==> src/rtl/rocketcpu_pkg.sv <==
// ============================================================================
// rocketcpu_pkg : shared constants for the RocketCPU bus arbiter
// Rev 1.0
// ============================================================================
`default_nettype none

package rocketcpu_pkg;

  localparam logic [1:0] ST_IDLE  = 2'd0;
  localparam logic [1:0] ST_GNT_I = 2'd1;
  localparam logic [1:0] ST_GNT_D = 2'd2;

  localparam logic M_IBUS = 1'b0;
  localparam logic M_DBUS = 1'b1;

  localparam logic [31:0] ERR_RDATA_DEFAULT = 32'hFFFF_FFFF;

endpackage

`default_nettype wire

==> src/rtl/rocketcpu_bus_timeout.sv <==
// ============================================================================
// rocketcpu_bus_timeout : grant-cycle watchdog counter, expires at TIMEOUT-1
// Rev 1.0
// ============================================================================
`default_nettype none

module rocketcpu_bus_timeout #(
  parameter int TIMEOUT = 64
) (
  input  logic clk,
  input  logic rst,
  input  logic clr,
  input  logic en,
  output logic expire
);

  generate
    if (TIMEOUT == 0) begin : g_disabled
      logic w_unused;
      assign w_unused = ^{clk, rst, clr, en};
      assign expire   = 1'b0;
    end else begin : g_counter
      localparam int W = $clog2(TIMEOUT) + 1;
      localparam logic [W-1:0] LIMIT = W'(TIMEOUT - 1);

      logic [W-1:0] r_cnt;

      always_ff @(posedge clk or posedge rst) begin
        if (rst) begin
          r_cnt <= '0;
        end else if (clr) begin
          r_cnt <= '0;
        end else if (en) begin
          r_cnt <= r_cnt + 1'b1;
        end
      end

      assign expire = en && (r_cnt == LIMIT);
    end
  endgenerate

endmodule

`default_nettype wire

==> src/rtl/rocketcpu_bus_arbiter.sv <==
// ============================================================================
// rocketcpu_bus_arbiter : registered round-robin ibus/dbus Wishbone arbiter
// with a bus-timeout watchdog and sticky error capture.  Rev 1.0
// ============================================================================
`default_nettype none

module rocketcpu_bus_arbiter
  import rocketcpu_pkg::*;
#(
  parameter int          TIMEOUT   = 64,
  parameter logic [31:0] ERR_RDATA = ERR_RDATA_DEFAULT
) (
  input  logic        i_wb_clk,
  input  logic        i_rst,
  input  logic [31:0] i_ibus_adr,
  input  logic        i_ibus_cyc,
  output logic [31:0] o_ibus_rdt,
  output logic        o_ibus_ack,
  input  logic [31:0] i_dbus_adr,
  input  logic [31:0] i_dbus_dat,
  input  logic [3:0]  i_dbus_sel,
  input  logic        i_dbus_we,
  input  logic        i_dbus_cyc,
  output logic [31:0] o_dbus_rdt,
  output logic        o_dbus_ack,
  output logic [31:0] o_mem_adr,
  output logic [31:0] o_mem_dat,
  output logic [3:0]  o_mem_sel,
  output logic        o_mem_we,
  output logic        o_mem_cyc,
  input  logic [31:0] i_mem_rdt,
  input  logic        i_mem_ack,
  output logic        o_err,
  output logic [31:0] o_err_adr,
  input  logic        i_err_clr
);

  logic [1:0]  r_state;
  logic [1:0]  w_state_nxt;
  logic        r_last;
  logic        w_last_nxt;
  logic        r_err;
  logic [31:0] r_err_adr;

  logic        w_gnt_i;
  logic        w_gnt_d;
  logic        w_gnt;
  logic        w_cyc;
  logic        w_expire;
  logic        w_timeout;
  logic [31:0] w_adr;

  assign w_gnt_i = (r_state == ST_GNT_I);
  assign w_gnt_d = (r_state == ST_GNT_D);
  assign w_gnt   = w_gnt_i | w_gnt_d;

  assign w_cyc = w_gnt_i ? i_ibus_cyc : (w_gnt_d ? i_dbus_cyc : 1'b0);
  assign w_adr = w_gnt_i ? i_ibus_adr : (w_gnt_d ? i_dbus_adr : 32'h0);

  rocketcpu_bus_timeout #(
    .TIMEOUT (TIMEOUT)
  ) u_timeout (
    .clk    (i_wb_clk),
    .rst    (i_rst),
    .clr    (~w_gnt),
    .en     (w_gnt),
    .expire (w_expire)
  );

  // A same-cycle slave ack always beats the watchdog.
  assign w_timeout = w_expire & w_cyc & ~i_mem_ack;

  assign o_mem_cyc = w_cyc & ~w_timeout;
  assign o_mem_adr = w_adr;
  assign o_mem_dat = w_gnt_d ? i_dbus_dat : 32'h0;
  assign o_mem_sel = w_gnt_i ? 4'hF : (w_gnt_d ? i_dbus_sel : 4'h0);
  assign o_mem_we  = w_gnt_d & i_dbus_we;

  assign o_ibus_ack = w_gnt_i & (i_mem_ack | w_timeout);
  assign o_dbus_ack = w_gnt_d & (i_mem_ack | w_timeout);
  assign o_ibus_rdt = !w_gnt_i ? 32'h0 : (w_timeout ? ERR_RDATA : i_mem_rdt);
  assign o_dbus_rdt = !w_gnt_d ? 32'h0 : (w_timeout ? ERR_RDATA : i_mem_rdt);

  assign o_err     = r_err;
  assign o_err_adr = r_err_adr;

  always_comb begin
    w_state_nxt = r_state;
    w_last_nxt  = r_last;
    case (r_state)
      ST_IDLE: begin
        if (i_ibus_cyc && (!i_dbus_cyc || r_last == M_DBUS)) begin
          w_state_nxt = ST_GNT_I;
        end else if (i_dbus_cyc) begin
          w_state_nxt = ST_GNT_D;
        end
      end
      ST_GNT_I, ST_GNT_D: begin
        if (i_mem_ack || w_timeout) begin
          w_state_nxt = ST_IDLE;
          w_last_nxt  = w_gnt_i ? M_IBUS : M_DBUS;
        end else if (!w_cyc) begin
          // Master abandoned the request; fairness history is untouched.
          w_state_nxt = ST_IDLE;
        end
      end
      default: w_state_nxt = ST_IDLE;
    endcase
  end

  always_ff @(posedge i_wb_clk or posedge i_rst) begin
    if (i_rst) begin
      r_state <= ST_IDLE;
      r_last  <= M_DBUS;
    end else begin
      r_state <= w_state_nxt;
      r_last  <= w_last_nxt;
    end
  end

  // A timeout in the same cycle as a clear re-arms with the new address.
  always_ff @(posedge i_wb_clk or posedge i_rst) begin
    if (i_rst) begin
      r_err     <= 1'b0;
      r_err_adr <= 32'h0;
    end else if (w_timeout) begin
      r_err <= 1'b1;
      if (!r_err || i_err_clr) begin
        r_err_adr <= w_adr;
      end
    end else if (i_err_clr) begin
      r_err     <= 1'b0;
      r_err_adr <= 32'h0;
    end
  end

endmodule

`default_nettype wire

==> config.mk <==
export PLATFORM = sky130hd
export DESIGN_NAME = rocketcpu_bus_arbiter
export DESIGN_NICKNAME = d
export VERILOG_FILES = /design/src/rtl/rocketcpu_pkg.sv /design/src/rtl/rocketcpu_bus_timeout.sv /design/src/rtl/rocketcpu_bus_arbiter.sv
export SDC_FILE = /design/constraint.sdc
export NUM_CORES = 1
export LEC_CHECK = 0
export BUFFER_PORTS_ARGS = -buffer_cell sky130_fd_sc_hd__clkbuf_2
export CORE_AREA = 2 2 119 121
export CTS_BUF_LIST = sky130_fd_sc_hd__clkbuf_4 sky130_fd_sc_hd__clkbuf_8
export DETAILED_ROUTE_END_ITERATION = 16
export DIE_AREA = 0 0 121 123
export SLEW_MARGIN = 0
export SYNTH_ARGS = -nofsm -noshare
export SYNTH_HDL_FRONTEND = slang
export SYNTH_SLANG_ARGS = --single-unit
==> constraint.sdc <==
create_clock -name i_wb_clk -period 2.58 [get_ports i_wb_clk]
set_clock_uncertainty 0.1 [all_clocks]
set_input_delay 0.258 -clock i_wb_clk [delete_from_list [all_inputs] [get_ports i_wb_clk]]
set_output_delay 0.258 -clock i_wb_clk [all_outputs]
set_load 0.005 [all_outputs]
==> Yosys cells after proc, flatten, opt, wreduce, memory -nomap -nowiden <==
Index checks and enable logic that the tools add are counted.
{ "classes": {"n_addsub": 1, "eq_ne": 6, "mux": 22, "n_bitwise": 10, "n_reduce_logical": 13} }
{ "op_table": {"columns": ["operator", "count"], "rows": [
  ["$mux W32", 9],
  ["$mux W2", 4],
  ["$mux W4", 2],
  ["$add A7 B1 Y7 const B", 1],
  ["$eq A7 B6 Y1 const B", 1],
  ["$mux W7", 1],
  ["$and A1 B1 Y1", 6],
  ["$ne A3 B3 Y1 const B", 2],
  ["$reduce_and A2 Y1", 3],
  ["$mux W1", 5],
  ["$pmux W2 S2", 1],
  ["$logic_or A1 B1 Y1", 3],
  ["$eq A2 B1 Y1 const B", 1],
  ["$eq A2 B2 Y1 const B", 1],
  ["$logic_and A1 B1 Y1", 2],
  ["$logic_not A1 Y1", 2],
  ["$logic_not A2 Y1", 1],
  ["$ne A2 B1 Y1 const B", 1],
  ["$not A1 Y1", 2],
  ["$or A1 B1 Y1", 2],
  ["$reduce_bool A2 Y1", 1],
  ["$reduce_or A2 Y1", 1]
]} }
{ "totals": {"ff_bits": 43, "in_bits": 139, "out_inout_bits": 169, "elab_cells": 57} }

==> Longest topological paths before layout <==
{ "depth": {"word_depth": 8, "ltp_mapped": 10, "depth_no_buf": 6} }

==> Modules after synthesis <==
Synthesis repeated with hierarchy kept, for this count alone.
{ "unflattened": {"hier_cells": 442, "area_unflattened_um2": 3428.3} }
{ "modules_own_cells": {"columns": ["mod", "n_inst", "cells_per_inst", "area_per_inst_um2", "seq_area_each_um2"], "rows": [
  ["rocketcpu_bus_arbiter", 1, 411, 3113.0, 902.1],
  ["rocketcpu_bus_timeout", 1, 31, 315.3, 175.2]
]} }

==> Least setup slack after synthesis <==
Ideal clock, no wire load.
{ "synth_path": {"kind": "register to output", "start": "register r_state[0]", "end": "output port o_dbus_rdt[21]", "arrival_ns": 1.804, "t_required_ns": 2.222, "setup_slack_ns": 0.418, "stages_incl_launch_ff": 11, "path_cell_list": "dfrtp_1 > inv_1 > ha_1 > buf_2 > and3b_1 > o21a_1 > and2_1 > buf_6 > buf_6 > buf_6 > o21a_1"} }
{ "synth_via": {"elab_chain_len": 7, "elab_cells_between_ends": 10, "cone_classes": "eq/ne (2); mux (4); bitwise (3); reduce/logical (1)"} }
{ "synth_lines": {"columns": ["element", "line_no", "rtl"], "rows": [
  ["start, declared", "rocketcpu_bus_arbiter.sv:38", "logic [1:0] r_state;"],
  ["start signal, assigned", "rocketcpu_bus_arbiter.sv:116", "r_state <= w_state_nxt;"],
  ["$eq A2 B2 Y1 or $eq A2 B1 Y1 (tied branches)", "rocketcpu_bus_arbiter.sv:54, rocketcpu_bus_arbiter.sv:53", null],
  ["$mux W1 or $or A1 B1 Y1 (tied branches)", "rocketcpu_bus_arbiter.sv:57, rocketcpu_bus_arbiter.sv:55", null],
  ["$mux W1 or $logic_and A1 B1 Y1 (tied branches)", "rocketcpu_bus_arbiter.sv:57, rocketcpu_bus_timeout.sv:38", null],
  ["$and A1 B1 Y1 (2 in a row)", "rocketcpu_bus_arbiter.sv:71", "assign w_timeout = w_expire & w_cyc & ~i_mem_ack;"],
  ["$mux W32", "rocketcpu_bus_arbiter.sv:82", "assign o_dbus_rdt = !w_gnt_d ? 32'h0 : (w_timeout ? ERR_RDATA : i_mem_rdt);"],
  ["$mux W32 *", "rocketcpu_bus_arbiter.sv:82", null],
  ["end, declared", "rocketcpu_bus_arbiter.sv:24", "output logic [31:0] o_dbus_rdt,"]
]} }
Every way passes the cells marked *; elsewhere a longest branch is shown, timed or not.

==> Worst setup path after layout <==
{ "layout_path": {"start": "register r_state[1]", "end": "output port o_dbus_rdt[16]"} }
The elaborated chain is that of the path after synthesis.

==> impl_metrics.csv <==
group,metric,value,unit
outcome,status,"complete, no violations",
logic_synthesis,synth.distinct_cells,33,
route,avgRoutedWirePerCell,15.3,um
placed_design,place_area,4690,um2
final_layout,final_area,4850,um2
final_layout,fin_nets,748,
final_layout,diodes,0,
final_layout,syn_to_final_growth,62.4,%
sta,finalSetupViolCount,0,
setup_path,critPathKind,"register to output pin",
floorplanning,initial_core_util,21.9,%
final_layout,drive_gt1_share,57.3,%
route,antenna_left,0,
floorplanning,die_h,123,um
cts,cts_buffer_depth,2,
global_route,grt.met2_usage,26.5,%
power,combPwrFrac,64.4,%
logic_synthesis,synth_nets,452,
logic_synthesis,synth.yosys.seq_area_share,36.1,%
setup_path,cp_cell_sequence,"inv_1, ha_2, and3b_1, o21a_2, and2_4, clkbuf_16, o21a_1, clkbuf_2",
power,p_leak,2.72,nW
final_layout,multi_input_area,1730,um2
final_layout,register_area,1080,um2
global_route,grt_pass1_vias,3449,
sta,setup_ws,0.111,ns
sta,drv_slew,0,
setup_path,worstPathMaxFanout,18,
final_layout,fin_util,35.6,%
final_layout,final_common_cell,"clkbuf_2",
power,p_per_area,683,nW/um2
sta,slew_headroom,39.0,%
global_route,gr-total-overflow,0,
cts,numCtsBuffers,5,
global_route,grt_max_degree,71,
power,ir_drop,0.289,mV
power,clkPwrFrac,13.3,%
sta,max_freq,0.405,GHz
setup_path,cp.required,2.22,ns
global_route,met1_usage,19.2,%
placed_design,io_buffers,307,
logic_synthesis,synth_area,2990,um2
placed_design,dp_hpwl,9280,um
floorplanning,core_area,13600,um2
logic_synthesis,synth_ff_type,"dfrtp_1",
route,vias,3656,
cts,postCtsHoldBufs,0,
setup_path,critPathMaxStageDelay,0.40,ns
setup_path,critPathSlowestCell,"dfrtp_1",
sta,finalSetupTns,0,ns
cts,clock_sinks,43,
final_layout,final_cells,786,
global_route,top_usage_layer,"met2",
route,viasPerCell,4.65,
logic_synthesis,yosys_warnings,0,
logic_synthesis,synth_seq_cells,43,
setup_path,start_kind,"register",
cts,cts_tree,"yes",
cts,clk_pin_slew,0.08,ns
placed_design,dp_slack,0.173,ns
route,dr.first_iter.drc_count,138,
cts,clock_latency,0.29,ns
route,wl,12000,um
setup_path,crit_path_end_kind,"output pin",
setup_path,arrival,2.11,ns
sta,hold_viol,0,
floorplanning,die_area,14900,um2
cts,clockRootBuffer,"clkbuf_8",
sta,post-route-period-util,95.7,%
power,swShare,40.9,%
power,pwr-share-seq,22.3,%
placed_design,dp.cells,772,
global_route,grt_pass1_wl,17900,um
placed_design,gp_congestion,0.948,
final_layout,fill_cells,1421,
global_route,antenna_found_initial,0,
route,drtPass1Iterations,4,
logic_synthesis,postSynthAreaPerCell,9.66,um2
sta,period_needed,2.47,ns
final_layout,final_cell_mix,"307 x clkbuf_2, 66 x o21a_1, 42 x dfrtp_1, 38 x and2_1, 31 x a22o_1",
sta,worstMarginPinSlew,0.914,ns
floorplanning,num_io_pins,308,
power,finalPower,3.31,mW
power,internal_power,1.96,mW
worst_hold_path,min_path_type,"input pin to async pin",
run,cap_violations,0,
sta,rsz0062_at_grt,"true",
logic_synthesis,async_reset_ff_share,100,%
logic_synthesis,synth_edf_count,0,
logic_synthesis,synthCells,309,
floorplanning,num_rows,43,
global_route,grt_usage,15.0,%
sta,finalHoldWorstSlack,0.0516,ns
power,p_sw,1.35,mW
global_route,grtUsageMet3,3.09,%
floorplanning,die_width,121,um
cts,cts_htree_levels,2,
route,drcViolationCount,0,
==> repair_timing <==
action                     CTS  global route
pin swaps                    1             0
buffers inserted             3             1
cloned                       1             1
resized for setup            2             2
hold endpoints to repair     0             0
setup endpoints to repair   54            51
==> critical path: cells and delay by family, from the launching register on <==
family,cells,cell delay [ns]
AOI/OAI and AO/OA,2,0.40
and+or+nand+nor,2,0.39
DFF,1,0.40
adders and majority gates,1,0.23
buffers and inverters,3,0.39
==> worst paths after layout <==
kind	cells past startpoint	end	start	slack (ns)
setup / recovery	8	o_dbus_rdt[16]	r_state[1]	0.11
hold / removal	2	o_err_adr[5]	i_rst	0.05
setup reg to reg	8	o_err_adr[11]	r_state[1]	0.37
hold reg to reg	1	u_timeout.g_counter.r_cnt[0]	u_timeout.g_counter.r_cnt[0]	0.36
max in group asynchronous	2	o_err_adr[29]	i_rst	1.75
min in group i_wb_clk	3	o_err_adr[7]	i_dbus_adr[7]	0.26
==> logic make-up (layout without fill, tap and decap cells) <==
kind of cell | after synthesis | after routing | synth area share [%]
buffers and inverters | 43 | 339 | 6.79
AO/OA/AOI/OAI | 148 | 148 | 40.9
multiplexers | 1 | 1 | 0.335
AND/OR/NAND/NOR | 67 | 68 | 13.3
adder cells (fa/ha/maj) | 4 | 4 | 1.68
flip-flops | 43 | 43 | 36.1
XOR/XNOR | 3 | 3 | 0.880
==> final cells by class <==
| cell class | instances | area share, % |
|---|---|---|
| multi-input cells | 224 | 35.7 |
| clock inverters | 1 | 0.103 |
| repair buffers | 325 | 35.1 |
| flip-flops and latches | 43 | 22.2 |
| clock buffers | 7 | 1.73 |
| well taps | 180 | 4.65 |
| inverters | 6 | 0.465 |
==> power groups by stage <==
stage,Combinational [mW],Clock (mW),Sequential [mW]
2_1_floorplan,1.18,0,0.744
3_3_place_gp,2.09,0,0.747
3_5_place_dp,2.12,0,0.751
4_1_cts,2.14,0.457,0.737
5_1_grt,2.35,0.486,0.744
6_report,2.13,0.441,0.737
==> routing by layer <==
layer	wire length (um)	vias up
met3	657	6
li1	-	1738
met4	70	0
met1	5160	1780
met2	6160	132
met5	0	-
==> flip-flops by register name, summed over array words and instances (netlist names) <==
name / count
r_state: 2
o_err: 1
r_last: 1
u_timeout.g_counter.r_cnt: 7
o_err_adr: 32
==> cells in the mapped netlist (3+ instances only) <==
cell | n | share of area, %
a21boi_0 | 4 | 1.0
a21o_1 | 4 | 1.0
a22o_1 | 31 | 9.1
a32o_1 | 27 | 9.1
and2_1 | 39 | 8.2
buf_2 | 12 | 2.0
buf_6 | 3 | 1.1
clkbuf_1 | 19 | 2.4
dfrtp_1 | 42 | 35
ha_1 | 4 | 1.7
inv_1 | 6 | 0.75
nand2_1 | 13 | 1.6
nand3_1 | 3 | 0.50
nor2b_1 | 5 | 1.0
o21a_1 | 67 | 17
o21ai_0 | 3 | 0.50
o2bb2ai_1 | 7 | 2.1
Note: power is estimated with default switching activity, not from simulation.
